### src/rtl/ps2_kbd_sender.sv
// ps2_kbd_sender: device-side PS/2 keyboard transmitter.
// Each scan-code byte is sent as an 11-bit frame on ps2_clk/ps2_data:
// start 0, data LSB first, odd parity, stop 1.
// The serialiser timeline, counted from the accept edge, is:
//   one cycle with the lines still idle,
//   eleven bits of 2*HALF_PERIOD cycles each (high phase, then low phase),
//   then GAP - 1 idle cycles while busy is still asserted.
// This gives a frame-to-frame period of 22*HALF_PERIOD + GAP cycles.
// Optional macro PS2_TX_FIFO_EN places a FIFO_DEPTH-entry byte FIFO in front
// of the serialiser. Without it, one holding register accepts bytes only in IDLE.
module ps2_kbd_sender #(
    parameter int HALF_PERIOD = 50,
    parameter int GAP         = 100,
    parameter int FIFO_DEPTH  = 8
) (
    input  logic       clk,
    input  logic       clrn,
    input  logic [7:0] data,
    input  logic       valid,
    output logic       ready,
    output logic       busy,
    output logic       ps2_clk,
    output logic       ps2_data
);

    localparam int CNT_MAX = (HALF_PERIOD > GAP) ? HALF_PERIOD : GAP;
    localparam int CW      = $clog2(CNT_MAX + 1);
    localparam logic [CW-1:0] HP_LAST  = CW'(HALF_PERIOD - 1);
    localparam logic [CW-1:0] GAP_LAST = CW'(GAP - 1);
    localparam logic [3:0]    LAST_BIT = 4'd10;

    // Reject parameter sets the counters and FIFO pointers cannot represent.
    if (HALF_PERIOD < 2 || GAP < 1 || FIFO_DEPTH < 2 ||
        (FIFO_DEPTH & (FIFO_DEPTH - 1)) != 0) begin : g_paramCheck
        $error("ps2_kbd_sender: illegal parameter set");
    end

    typedef enum logic [1:0] {
        S_IDLE,
        S_HIGH,
        S_LOW,
        S_GAP
    } state_t;

    state_t         state_q, state_d;
    logic [CW-1:0]  cnt_q, cnt_d;
    logic [3:0]     bitIdx_q, bitIdx_d;
    logic [10:0]    frame_q, frame_d;
    logic           ready_q, ready_d;
    logic           busy_q;
    logic           ps2Clk_q;
    logic           ps2Data_q;

    logic           accept;
    logic           haveByte;
    logic [7:0]     nextByte;
    logic           load;

    assign accept   = valid && ready_q;
    assign ready    = ready_q;
    assign busy     = busy_q;
    assign ps2_clk  = ps2Clk_q;
    assign ps2_data = ps2Data_q;

`ifdef PS2_TX_FIFO_EN
    localparam int AW = $clog2(FIFO_DEPTH);
    localparam logic [AW:0] FULL_COUNT = (AW + 1)'(FIFO_DEPTH);

    logic [7:0]     fifoMem_q [FIFO_DEPTH];
    logic [AW-1:0]  rdPtr_q, wrPtr_q;
    logic [AW:0]    count_q, count_d;
    logic           fifoEmpty;
    logic           push;
    logic           pop;

    // When the FIFO is empty, an accepted byte goes straight to the serialiser.
    // This keeps the latency from accept to start bit the same as the plain build.
    assign fifoEmpty = (count_q == '0);
    assign haveByte  = !fifoEmpty || accept;
    assign nextByte  = fifoEmpty ? data : fifoMem_q[rdPtr_q];
    assign pop       = load && !fifoEmpty;
    assign push      = accept && !(load && fifoEmpty);
    assign ready_d   = (count_d != FULL_COUNT);

    // Occupancy after this edge's push and pop; ready is derived from it.
    always_comb begin
        count_d = count_q;
        if (push && !pop) begin
            count_d = count_q + 1'b1;
        end else if (pop && !push) begin
            count_d = count_q - 1'b1;
        end
    end

    // FIFO storage and pointers; pointers wrap naturally at the power-of-two depth.
    always_ff @(posedge clk or negedge clrn) begin
        if (!clrn) begin
            rdPtr_q <= '0;
            wrPtr_q <= '0;
            count_q <= '0;
            for (int i = 0; i < FIFO_DEPTH; i++) begin
                fifoMem_q[i] <= '0;
            end
        end else begin
            if (push) begin
                fifoMem_q[wrPtr_q] <= data;
                wrPtr_q            <= wrPtr_q + 1'b1;
            end
            if (pop) begin
                rdPtr_q <= rdPtr_q + 1'b1;
            end
            count_q <= count_d;
        end
    end
`else
    assign haveByte = accept;
    assign nextByte = data;
    assign ready_d  = (state_d == S_IDLE);
`endif

    // Next state of the frame sequencer. A new frame is loaded from IDLE,
    // or directly at the end of a gap when another byte is already waiting.
    always_comb begin
        state_d  = state_q;
        cnt_d    = cnt_q;
        bitIdx_d = bitIdx_q;
        frame_d  = frame_q;
        load     = 1'b0;
        case (state_q)
            S_IDLE: begin
                if (haveByte) begin
                    load = 1'b1;
                end
            end
            S_HIGH: begin
                if (cnt_q == HP_LAST) begin
                    cnt_d   = '0;
                    state_d = S_LOW;
                end else begin
                    cnt_d = cnt_q + 1'b1;
                end
            end
            S_LOW: begin
                if (cnt_q == HP_LAST) begin
                    cnt_d = '0;
                    if (bitIdx_q == LAST_BIT) begin
                        state_d = S_GAP;
                    end else begin
                        bitIdx_d = bitIdx_q + 4'd1;
                        state_d  = S_HIGH;
                    end
                end else begin
                    cnt_d = cnt_q + 1'b1;
                end
            end
            S_GAP: begin
                if (cnt_q == GAP_LAST) begin
                    cnt_d = '0;
                    if (haveByte) begin
                        load = 1'b1;
                    end else begin
                        state_d = S_IDLE;
                    end
                end else begin
                    cnt_d = cnt_q + 1'b1;
                end
            end
            default: begin
                state_d = S_IDLE;
                cnt_d   = '0;
            end
        endcase
        if (load) begin
            state_d  = S_HIGH;
            cnt_d    = '0;
            bitIdx_d = '0;
            frame_d  = {1'b1, ~^nextByte, nextByte, 1'b0};
        end
    end

    // Sequencer registers and registered outputs. The line outputs follow the
    // previous state, so the start bit appears one edge after the accept.
    // Reset forces both lines high at once.
    always_ff @(posedge clk or negedge clrn) begin
        if (!clrn) begin
            state_q   <= S_IDLE;
            cnt_q     <= '0;
            bitIdx_q  <= '0;
            frame_q   <= '0;
            ready_q   <= 1'b0;
            busy_q    <= 1'b0;
            ps2Clk_q  <= 1'b1;
            ps2Data_q <= 1'b1;
        end else begin
            state_q   <= state_d;
            cnt_q     <= cnt_d;
            bitIdx_q  <= bitIdx_d;
            frame_q   <= frame_d;
            ready_q   <= ready_d;
            busy_q    <= (state_d != S_IDLE);
            ps2Clk_q  <= (state_q != S_LOW);
            ps2Data_q <= (state_q == S_HIGH || state_q == S_LOW) ? frame_q[bitIdx_q] : 1'b1;
        end
    end

endmodule

### config.mk
export PLATFORM = sky130hd
export DESIGN_NAME = ps2_kbd_sender
export DESIGN_NICKNAME = d
export VERILOG_FILES = /design/src/rtl/ps2_kbd_sender.sv
export SDC_FILE = /design/constraint.sdc
export NUM_CORES = 1
export LEC_CHECK = 0
export ABC_CLOCK_PERIOD_IN_PS = 2760
export CAP_MARGIN = 10
export CORE_MARGIN = 3
export CORE_UTILIZATION = 57
export CTS_CLUSTER_DIAMETER = 30
export DETAILED_ROUTE_END_ITERATION = 8
export PLACE_DENSITY = 0.84
export SYNTH_ARGS = -nofsm -noshare
export SYNTH_HDL_FRONTEND = slang
export SYNTH_SLANG_ARGS = --single-unit
export TNS_END_PERCENT = 1
### constraint.sdc
create_clock -name clk -period 2.76 [get_ports clk]
set_input_delay 0.552 -clock clk [delete_from_list [all_inputs] [get_ports clk]]
set_output_delay 0.552 -clock clk [all_outputs]
set_load 0.005 [all_outputs]
==> qor.txt <==
post-synthesis sequential area ratio: 40.4%
share of layout cells above drive strength 1: 18.6%
initial antenna violation count: 0
number of pins with negative max-slew slack in the final report: 0
count of inserted antenna diode cells: 0
Crit Path Max Fanout: 14
number of flops mapped to enable cells by yosys: 0
leakage power summed over all cells: 0.809 nW
type of destination of the critical path: register
total net switching power: 0.136 mW
clock slew seen by the registers of the worst setup and hold paths: 0.14 ns
gr ovfl total: 0
post-layout min period: 2.03 ns
CTS-repair resized insts: 0
floorplan die height: 60.3 microns
Total Die Area: 3630 sq um
count of nets left with antenna violations after detail routing: 0
Switching Share: 22.2%
number of H-tree levels: 1
CP cell instances: ha_1 > inv_1 > nor4_4 > buf_4 > o21a_4 > mux2_2
Slew HR: 64.5%
number of hold buffers added after CTS: 0
Core Rows: 19
I/O pin cnt: 15
Sequential Area: 678 sq um
share of total power in the clock network: 28.3%
Setup Viol. Count Final: 0
async set-or-reset flop fraction in the synthesized netlist: 100%
nets: 187
r2r worst-path depth: 6
area used by multi-input combinational logic: 913 sq um
design internal power: 0.478 mW
Worst Skew: 0.00294 ns
sum of net half-perimeters after detailed placement: 2280 microns
largest net degree at the start of global routing: 28
crit path setup slack, layout: 0.726 ns
total nets after synthesis: 171
arrival time at the worst endpoint: 2.27 ns
Fillers: 211
final-layout setup total negative slack: 0 ns
Setup WS pre-CTS: 0.688 ns
Ys Warns: 0
count of port buffers added during placement: 14
mean number of vias per cell: 6.02
violation count after the first detailed-routing iteration: 65
setup repair after global routing missed its margin: no
Hold Crit Class: register to register
first-pass GRT wire length: 5360 microns
outcome: complete, no violations
commonest cells after routing, fill and taps aside: 25 x dfrtp_1, 14 x clkdlybuf4s50_1, 10 x nor2_1, 10 x nand2_1
CTS Root Cell: clkbuf_4
areal power density over the cells: 332 nW/um^2
number of clock buffers inserted by TritonCTS: 3
Final Hold Viols: 0
worst flop-to-flop path startpoint: state_q[1]
Cell Area, Synth: 1680 sq um
startpoint kind of the worst setup timing path: register
synthesized area per cell: 11.0 sq um
RePlAce Congestion: 0.864
Routed WL: 3080 microns
DRC: 0
Worst EP required: 2.99 ns
Final Cycle Share: 73.7%
stage delay of the slowest cell on the critical path: 0.48 ns
share of power burned in combinational logic: 7.2%
area delta synth->final: 10.1%
flops & latches, synth: 27
actual slew at the worst max-slew pin: 0.531 ns
clock network latency to the later pin of the worst-skew pair: 0.33 ns
Post CTS Setup Buffer Count: 0
standard cell with the maximum stage delay on the critical path: dfrtp_1
Register-to-Register Setup Slack: 0.73 ns
GRT Overall Usage: 20.0%
worst r2r dst: frame_q[4]
horizontal die dimension: 60.3 microns
most common cell after layout, fill and taps aside: dfrtp_1
critical path class: register to register
count of vias placed by the detailed router: 1191
via count of the first global-routing pass: 1173
first drt pass iteration count: 5
Gate Count Post-Synth: 152
maximum buffer depth of the clock tree: 2
CORE AREA: 2780 sq um
number of sinks driven by the clock tree: 27
reported max-cap violation count: 0
worst vdd rail ir drop: 263 uV
critical path endpoint: frame_q[4]
Starting Density: 60.4%
achievable frequency: 492 MHz
average wire length per cell after detail routing: 15.6 microns
most common flop cell mapped by yosys: dfrtp_1
Sequential Power Share: 64.5%
number of unique standard cell types used by synthesis: 48
launching instance or port of the critical path: state_q[1]
CTS tree: yes
## how the worst min path moves through the flow
stage                            from     endpoint  slack [ns]  cells past startpoint
final                     frame_q[10]  frame_q[10]        0.50                      1
after global routing      frame_q[10]  frame_q[10]        0.55                      1
after CTS                 frame_q[10]  frame_q[10]        0.51                      1
after detailed placement  frame_q[10]  frame_q[10]        0.47                      1
after global placement    frame_q[10]  frame_q[10]        0.46                      1
after floorplan                  clrn  bitIdx_q[0]        0.26                      0
## cells in the mapped netlist (2+ instances only)
| master | instances | area (sq um) |
|---|---|---|
| a2111oi_0 | 2 | 17.5 |
| a21o_1 | 3 | 22.5 |
| a21oi_1 | 5 | 25.0 |
| a221o_1 | 2 | 20.0 |
| a31oi_1 | 4 | 25.0 |
| and4b_1 | 2 | 20.0 |
| buf_6 | 2 | 22.5 |
| clkbuf_1 | 2 | 7.51 |
| dfrtp_1 | 25 | 626 |
| dfstp_2 | 2 | 52.6 |
| ha_1 | 8 | 100 |
| inv_1 | 8 | 30.0 |
| mux2_2 | 6 | 67.6 |
| mux2_4 | 5 | 75.1 |
| mux2i_1 | 2 | 20.0 |
| nand2_1 | 10 | 37.5 |
| nand2b_1 | 3 | 18.8 |
| nand3_1 | 4 | 20.0 |
| nand3b_1 | 3 | 22.5 |
| nand4_1 | 2 | 12.5 |
| nor2_1 | 10 | 37.5 |
| o21ai_0 | 7 | 35.0 |
| or3_1 | 3 | 18.8 |
| xnor2_1 | 8 | 70.1 |
## worst max-delay path: cells and delay by family (launching register included)
kind                       cells  cell delay [ns]
adders and majority gates      1             0.26
AOI/OAI and AO/OA              1             0.26
muxes                          1             0.36
and+or+nand+nor                1             0.27
DFF                            1             0.48
buffers and inverters          2             0.30
## layout make-up
type                            count  share of cell area [%]
Multi-Input combinational cell    111                    49.4
Sequential cell                    27                    36.7
Timing Repair Buffer               17                    8.80
Tap cell                           31                    2.10
Inverter                            8                    1.62
Clock buffer                        4                    1.42
## power groups by stage
| stage | clock network [mW] | logic (mW) | registers, mW |
|---|---|---|---|
| after detailed placement | 0 | 0.0451 | 0.403 |
| after floorplan | 0 | 0.0173 | 0.403 |
| after global placement | 0 | 0.0436 | 0.403 |
| after global routing | 0.194 | 0.0486 | 0.396 |
| final | 0.174 | 0.0441 | 0.396 |
| after CTS | 0.178 | 0.0452 | 0.396 |
## sequential cells by signal (all words and copies together), names as in the netlist
signal / count
ready: 1
ps2_data: 1
state_q: 2
ps2_clk: 1
busy: 1
cnt_q: 7
frame_q: 10
bitIdx_q: 4
## metal layers
metal	wire length [microns]	up-vias	track usage, %
li1	-	584	-
met3	139	5	3.24
met4	46	0	7.59
met5	0	-	0
met1	1340	570	24.6
met2	1550	32	34.6
## metrics by stage
| step | cell area, sq um | std cells | hold slack (ns) | total power [mW] | util, % |
|---|---|---|---|---|---|
| final | 1850 | 198 | 0.502 | 0.614 | 66.5 |
| after global routing | 1850 | 198 | 0.546 | 0.639 | 66.5 |
| after CTS | 1850 | 198 | 0.509 | 0.619 | 66.5 |
| after detailed placement | 1820 | 194 | 0.472 | 0.448 | 65.5 |
| after global placement | 1820 | 194 | 0.455 | 0.447 | 65.5 |
| after floorplan | 1680 | 152 | 0.256 | 0.421 | - |
## kinds of logic (layout without fill, tap and decap cells)
family / Yosys count / after routing / synth area share (%)
muxes: 13 / 13 / 9.69
buffers and inverters: 14 / 29 / 5.22
AOI/OAI and AO/OA: 34 / 34 / 15.8
DFF: 27 / 27 / 40.4
adders and majority gates: 8 / 8 / 5.96
and+or+nand+nor: 47 / 47 / 18.3
xor gates and xnor gates: 9 / 9 / 4.69
(Power assumes the default switching activity.)
